### src/rtl/output_hold_driver_pkg.sv
`default_nettype none
// +----------------------------------------------------------------------+
// | output_hold_driver_pkg: state encoding and width helper               |
// | Rev 1.0                                                               |
// +----------------------------------------------------------------------+
package output_hold_driver_pkg;

   localparam logic [0:0] c_ST_IDLE = 1'b0;
   localparam logic [0:0] c_ST_HOLD = 1'b1;

   // Bits needed to hold the value n-1, never less than one.
   function automatic int ohd_clog2(input int n);
      int w;
      w = 1;
      while ((1 << w) < n) w++;
      return w;
   endfunction

endpackage
`default_nettype wire

### src/rtl/output_hold_driver_if.sv
`default_nettype none
// +----------------------------------------------------------------------+
// | output_hold_driver_if: producer handshake and held output bundle      |
// | Rev 1.0                                                               |
// +----------------------------------------------------------------------+
interface output_hold_driver_if #(
   parameter int DATA_WIDTH = 1
);
   logic [DATA_WIDTH-1:0] din;
   logic                  din_valid;
   logic                  din_ready;
   logic [DATA_WIDTH-1:0] dout;
   logic                  busy;

   modport master (output din, output din_valid, input din_ready, input dout, input busy);
   modport slave  (input din, input din_valid, output din_ready, output dout, output busy);
endinterface
`default_nettype wire

### src/rtl/output_hold_driver_hold_timer.sv
`default_nettype none
// +----------------------------------------------------------------------+
// | hold_timer: hold-window counter with restart and terminal count       |
// | Rev 1.0                                                               |
// +----------------------------------------------------------------------+
module hold_timer #(
   parameter int PERIOD = 256,
   parameter int CNT_W  = 8
) (
   input  logic clk,
   input  logic resetn,
   input  logic i_run,
   input  logic i_start,
   output logic o_terminal
);
   localparam logic [CNT_W-1:0] c_TERM = CNT_W'(PERIOD - 1);
   localparam logic [CNT_W-1:0] c_ONE  = CNT_W'(1);

   logic [CNT_W-1:0] r_cnt;

   // Parked at zero outside a window so the first hold cycle starts from 0.
   always_ff @(posedge clk or negedge resetn) begin
      if (!resetn) begin
         r_cnt <= '0;
      end else if (!i_run || i_start || o_terminal) begin
         r_cnt <= '0;
      end else begin
         r_cnt <= r_cnt + c_ONE;
      end
   end

   assign o_terminal = i_run && (r_cnt == c_TERM);

endmodule
`default_nettype wire

### src/rtl/output_hold_driver.sv
`default_nettype none
// +----------------------------------------------------------------------+
// | output_hold_driver: output vector with minimum hold time per change   |
// | Rev 1.0                                                               |
// +----------------------------------------------------------------------+
module output_hold_driver
   import output_hold_driver_pkg::*;
#(
   parameter int DATA_WIDTH        = 1,
   parameter int HOLD_PERIOD       = 256,
   parameter int HOLD_PERIOD_CLOG2 = 8
) (
   input  logic                  clk,
   input  logic                  resetn,
   output_hold_driver_if.slave   bus
);

   if (HOLD_PERIOD < 1 || HOLD_PERIOD_CLOG2 < ohd_clog2(HOLD_PERIOD)) begin : g_param_check
      $error("output_hold_driver: HOLD_PERIOD must be >= 1 and HOLD_PERIOD-1 must fit in HOLD_PERIOD_CLOG2 bits");
   end

   logic [0:0]            r_state;
   logic [DATA_WIDTH-1:0] r_dout;
   logic [DATA_WIDTH-1:0] r_pend;
   logic                  r_pend_valid;

   logic                  w_ready;
   logic                  w_xfer;
   logic                  w_tc;
   logic                  w_has_next;
   logic [DATA_WIDTH-1:0] w_next;
   logic                  w_load;
   logic                  w_hold;

   assign w_hold  = (r_state == c_ST_HOLD);
   assign w_ready = resetn & (~w_hold | ~r_pend_valid);
   assign w_xfer  = bus.din_valid & w_ready;

   // Pending value wins at terminal count; otherwise a same-edge transfer bypasses.
   always_comb begin
      w_has_next = 1'b0;
      w_next     = r_pend;
      if (r_pend_valid) begin
         w_has_next = 1'b1;
      end else if (w_xfer) begin
         w_has_next = 1'b1;
         w_next     = bus.din;
      end
   end

   assign w_load = w_hold ? (w_tc && w_has_next && (w_next != r_dout))
                          : (w_xfer && (bus.din != r_dout));

   hold_timer #(
      .PERIOD (HOLD_PERIOD),
      .CNT_W  (HOLD_PERIOD_CLOG2)
   ) u_hold_timer (
      .clk        (clk),
      .resetn     (resetn),
      .i_run      (w_hold),
      .i_start    (w_load),
      .o_terminal (w_tc)
   );

   always_ff @(posedge clk or negedge resetn) begin
      if (!resetn) begin
         r_state      <= c_ST_IDLE;
         r_dout       <= '0;
         r_pend       <= '0;
         r_pend_valid <= 1'b0;
      end else begin
         case (r_state)
            c_ST_IDLE: begin
               if (w_load) begin
                  r_dout  <= bus.din;
                  r_state <= c_ST_HOLD;
               end
            end
            c_ST_HOLD: begin
               if (w_tc) begin
                  r_pend_valid <= 1'b0;
                  if (w_load) begin
                     r_dout <= w_next;
                  end else begin
                     r_state <= c_ST_IDLE;
                  end
               end else if (w_xfer) begin
                  r_pend       <= bus.din;
                  r_pend_valid <= 1'b1;
               end
            end
            default: r_state <= c_ST_IDLE;
         endcase
      end
   end

   assign bus.din_ready = w_ready;
   assign bus.dout      = r_dout;
   assign bus.busy      = w_hold;

endmodule
`default_nettype wire

### src/flat_wrapper.sv
// flat-port wrapper written by rule: the top's interface ports become plain ports
module output_hold_driver_flat import output_hold_driver_pkg::*;
#(
   parameter int DATA_WIDTH        = 1,
   parameter int HOLD_PERIOD       = 256,
   parameter int HOLD_PERIOD_CLOG2 = 8
)
  (clk, resetn, bus_din, bus_din_valid, bus_din_ready, bus_dout, bus_busy);
  output_hold_driver_if #(.DATA_WIDTH(DATA_WIDTH)) bus_i ();
  input  logic clk;
  input  logic resetn;
  input wire logic [$bits(bus_i.din)-1:0] bus_din;
  input wire logic [$bits(bus_i.din_valid)-1:0] bus_din_valid;
  output wire logic [$bits(bus_i.din_ready)-1:0] bus_din_ready;
  output wire logic [$bits(bus_i.dout)-1:0] bus_dout;
  output wire logic [$bits(bus_i.busy)-1:0] bus_busy;
  assign bus_i.din = bus_din;
  assign bus_i.din_valid = bus_din_valid;
  assign bus_din_ready = bus_i.din_ready;
  assign bus_dout = bus_i.dout;
  assign bus_busy = bus_i.busy;
  output_hold_driver #(.DATA_WIDTH(DATA_WIDTH), .HOLD_PERIOD(HOLD_PERIOD), .HOLD_PERIOD_CLOG2(HOLD_PERIOD_CLOG2)) u_core (.clk(clk), .resetn(resetn), .bus(bus_i));
endmodule
### config.mk
export PLATFORM = sky130hd
export DESIGN_NAME = output_hold_driver_flat
export DESIGN_NICKNAME = d
export VERILOG_FILES = /design/src/rtl/output_hold_driver_pkg.sv /design/src/rtl/output_hold_driver_if.sv /design/src/rtl/output_hold_driver_hold_timer.sv /design/src/rtl/output_hold_driver.sv /design/src/flat_wrapper.sv
export SDC_FILE = /design/constraint.sdc
export NUM_CORES = 1
export LEC_CHECK = 0
export ABC_AREA = 1
export ABC_CLOCK_PERIOD_IN_PS = 2100
export CORE_MARGIN = 4
export CORE_UTILIZATION = 50
export DETAILED_ROUTE_END_ITERATION = 8
export PLACE_DENSITY = 0.7
export SETUP_SLACK_MARGIN = 0.02
export SKIP_CTS_REPAIR_TIMING = 1
export SLEW_MARGIN = 20
export SYNTH_ARGS = -nofsm -noshare
export SYNTH_HDL_FRONTEND = slang
export SYNTH_HIERARCHICAL = 1
export SYNTH_SLANG_ARGS = --single-unit
### constraint.sdc
create_clock -name clk -period 2.1 [get_ports clk]
set_clock_uncertainty 0.2 [all_clocks]
set_input_delay 0.21 -clock clk [delete_from_list [all_inputs] [get_ports clk]]
set_output_delay 0.21 -clock clk [all_outputs]
set_load 0.005 [all_outputs]
==> flow_metrics.env <==
export IMPL_setup_tns_final_ps=0
export IMPL_reg2reg_depth=12
export IMPL_seqPwrFrac=0.603
export IMPL_cp_start_kind="register"
export IMPL_hp_class="input pin to async pin"
export IMPL_multi_input_area_um2=384.1
export IMPL_p_clk_frac=0.342
export IMPL_io_pins=7
export IMPL_grt_usage=0.1850
export IMPL_grt_pass1_wl_um=2718
export IMPL_cts_root_buf="clkbuf_4"
export IMPL_core_area_um2=1334
export IMPL_reg2reg_slack_ps=120
export IMPL_clk_latency_ps=260
export IMPL_layout_commonest_cell="nand2_1"
export IMPL_worstReg2RegEnd="u_core/u_hold_timer/r_cnt[5]"
export IMPL_path_clk_slew_ps=70
export IMPL_p_sw_w=0.00007900
export IMPL_cts_tree="yes"
export IMPL_final_layout_size_suffix_gt1_frac=0.2232
export IMPL_relSlewSlack=0.7630
export IMPL_synth_top_area_share=0.4110
export IMPL_whs_ps=200.8
export IMPL_vdd_drop_max_uv=374.6
export IMPL_fp_row_count=13
export IMPL_finalPower_w=0.0003875
export IMPL_regArea_um2=300.3
export IMPL_grt_max_degree=12
export IMPL_area_delta_synth_final_pct=21.75
export IMPL_combPwrFrac=0.054
export IMPL_arrival_ps=1940
export IMPL_grt_ovfl_total=0
export IMPL_fillers=115
export IMPL_cp_max_fo=8
export IMPL_htree_num_levels=1
export IMPL_powerDensity_nw_per_um2=435.5
export IMPL_synthCells=96
export IMPL_synth_seq_cells=12
export IMPL_synth_warnings=6
export IMPL_start_util=0.5478
export IMPL_gp_congestion=0.8410
export IMPL_critPathCapture="u_core/u_hold_timer/r_cnt[5]"
export IMPL_via_per_inst=5.228
export IMPL_synth_area_top_cells="dfrtp_1 (41%), nand2_1 (11%), nand3_2 (6.8%)"
export IMPL_syn_area_um2=730.7
export IMPL_swShare=0.2039
export IMPL_insertedDiodeCount=0
export IMPL_vias=664
export IMPL_drt_iter0_markers=19
export IMPL_numCtsBuffers=3
export IMPL_nets=119
export IMPL_p_int_w=0.0003085
export IMPL_rsz0062_at_grt="no"
export IMPL_port_buffers=6
export IMPL_mostFrequentLayoutCells="nand2_1 (22), inv_1 (13), nor2_1 (13)"
export IMPL_r2r_start="u_core/u_hold_timer/r_cnt[1]"
export IMPL_die_w_um=46.23
export IMPL_avgRoutedWirePerCell_um=12.90
export IMPL_fin_crit_ps=1984
export IMPL_tightest_slew_ps=355.1
export IMPL_yosys_area_top_type="dfrtp_1"
export IMPL_cp_end_kind="register"
export IMPL_die_h_um=46.23
export IMPL_dieArea_um2=2137
export IMPL_finalHoldViolations=0
export IMPL_dp_hpwl_um=1213
export IMPL_p_leak_nw=0.4551
export IMPL_max_cap_violations=0
export IMPL_finalCritPeriodShare=0.9449
export IMPL_antenna_found_initial=0
export IMPL_final_cell_area_um2=889.6
export IMPL_critPathLaunch="u_core/u_hold_timer/r_cnt[1]"
export IMPL_setup_violations=0
export IMPL_clock_tree_buffer_depth=2
export IMPL_ant_nets=0
export IMPL_totalWireLength_um=1638
export IMPL_critPathRequiredTime_ps=2050
export IMPL_drc=0
export IMPL_final_util=0.6670
export IMPL_synthDistinctLibCells=19
export IMPL_yosysSeqAreaShare=0.4110
export IMPL_timing_fmax_ghz=0.5040
export IMPL_grt_pass1_vias=612
export IMPL_outcome="finished, final reports clean"
export IMPL_syn_nets=101
export IMPL_slew_violations=0
export IMPL_drt_pass1_iter_count=4
export IMPL_path_class="register to register"
export IMPL_synth_avg_cell_area_um2=7.611
export IMPL_clock_sinks=12
export IMPL_dpl_cell_area_um2=824.5
-- synthesized netlist by cell type, drive strengths merged --
library cell and instances:
xor2 1, o21ai 2, ha 1, and2 1, o2111ai 1, a21oi 3, nand3 13, nor2 16
xnor2 1, nand4 2, or2 1, o21bai 2, inv 13, dfrtp 12, nand2 27
-- per-layer routing --
layer | share of wire | vias up | track usage
met3 | 0.037 | 2 | 0.05859
li1 | - | 338 | -
met5 | 0 | - | 0
met1 | 0.41 | 310 | 0.2063
met2 | 0.55 | 14 | 0.3324
met4 | 0.0037 | 0 | 0.05114
-- worst min-delay path by stage --
stage | to | slack, ps
floorplan | u_core/bus.busy | -290
global placement | u_core/r_pend_valid | 230
detailed placement | u_core/r_pend_valid | 240
CTS | u_core/r_pend_valid | -40
global route | u_core/r_pend | 210
finish | u_core/u_hold_timer/r_cnt[4] | 200
-- cell type report --
type	count	area share
multi-input cells	71	0.4318
flip-flops and latches	12	0.3376
repair buffers	13	0.1294
inverters	13	0.05485
clock buffers	3	0.02532
well taps	15	0.02110
-- power by group through the flow --
stage	Combinational [W]	Sequential [W]	Clock, W
2_1_floorplan	0.00000276	0.000238	0
5_1_grt	0.0000234	0.000234	0.000154
6_report	0.0000211	0.000234	0.000133
3_5_place_dp	0.0000201	0.000238	0
4_1_cts	0.0000202	0.000234	0.000137
3_3_place_gp	0.0000202	0.000238	0
-- registers in the layout, indices dropped and copies added, names as in the netlist --
signal and cells:
u_core/bus.busy 1, u_core/r_pend_valid 1, u_core/bus.dout 1, u_core/u_hold_timer/r_cnt 8, u_core/r_pend 1
-- per-stage QoR --
step                cells  setup slack (ps)
floorplan              96             332.1
global placement      119             139.1
detailed placement    119             90.51
CTS                   122             97.29
global route          127             8.616
finish                127             115.7
-- cells by family (layout without fill, tap and decap cells) --
group,after synthesis,count (layout),synth area share
flops,12,12,0.4110
compound gates,8,8,0.06677
simple gates,60,60,0.4144
xor+xnor,2,2,0.02398
buf+inv,13,29,0.06679
fa+ha+maj,1,1,0.01712
-- worst max-delay path, cell delays in order (launching register included) --
cell	delay, ps
dfrtp_1	380
ha_2	220
nand2_1	110
nor2_2	140
nand2_2	90
inv_1	80
nand2_1	60
nor2_1	140
nand3_2	120
nand2_2	90
nor2_1	70
nand2_4	120
nor2_1	60
Note: power is estimated with default switching activity, not from simulation.
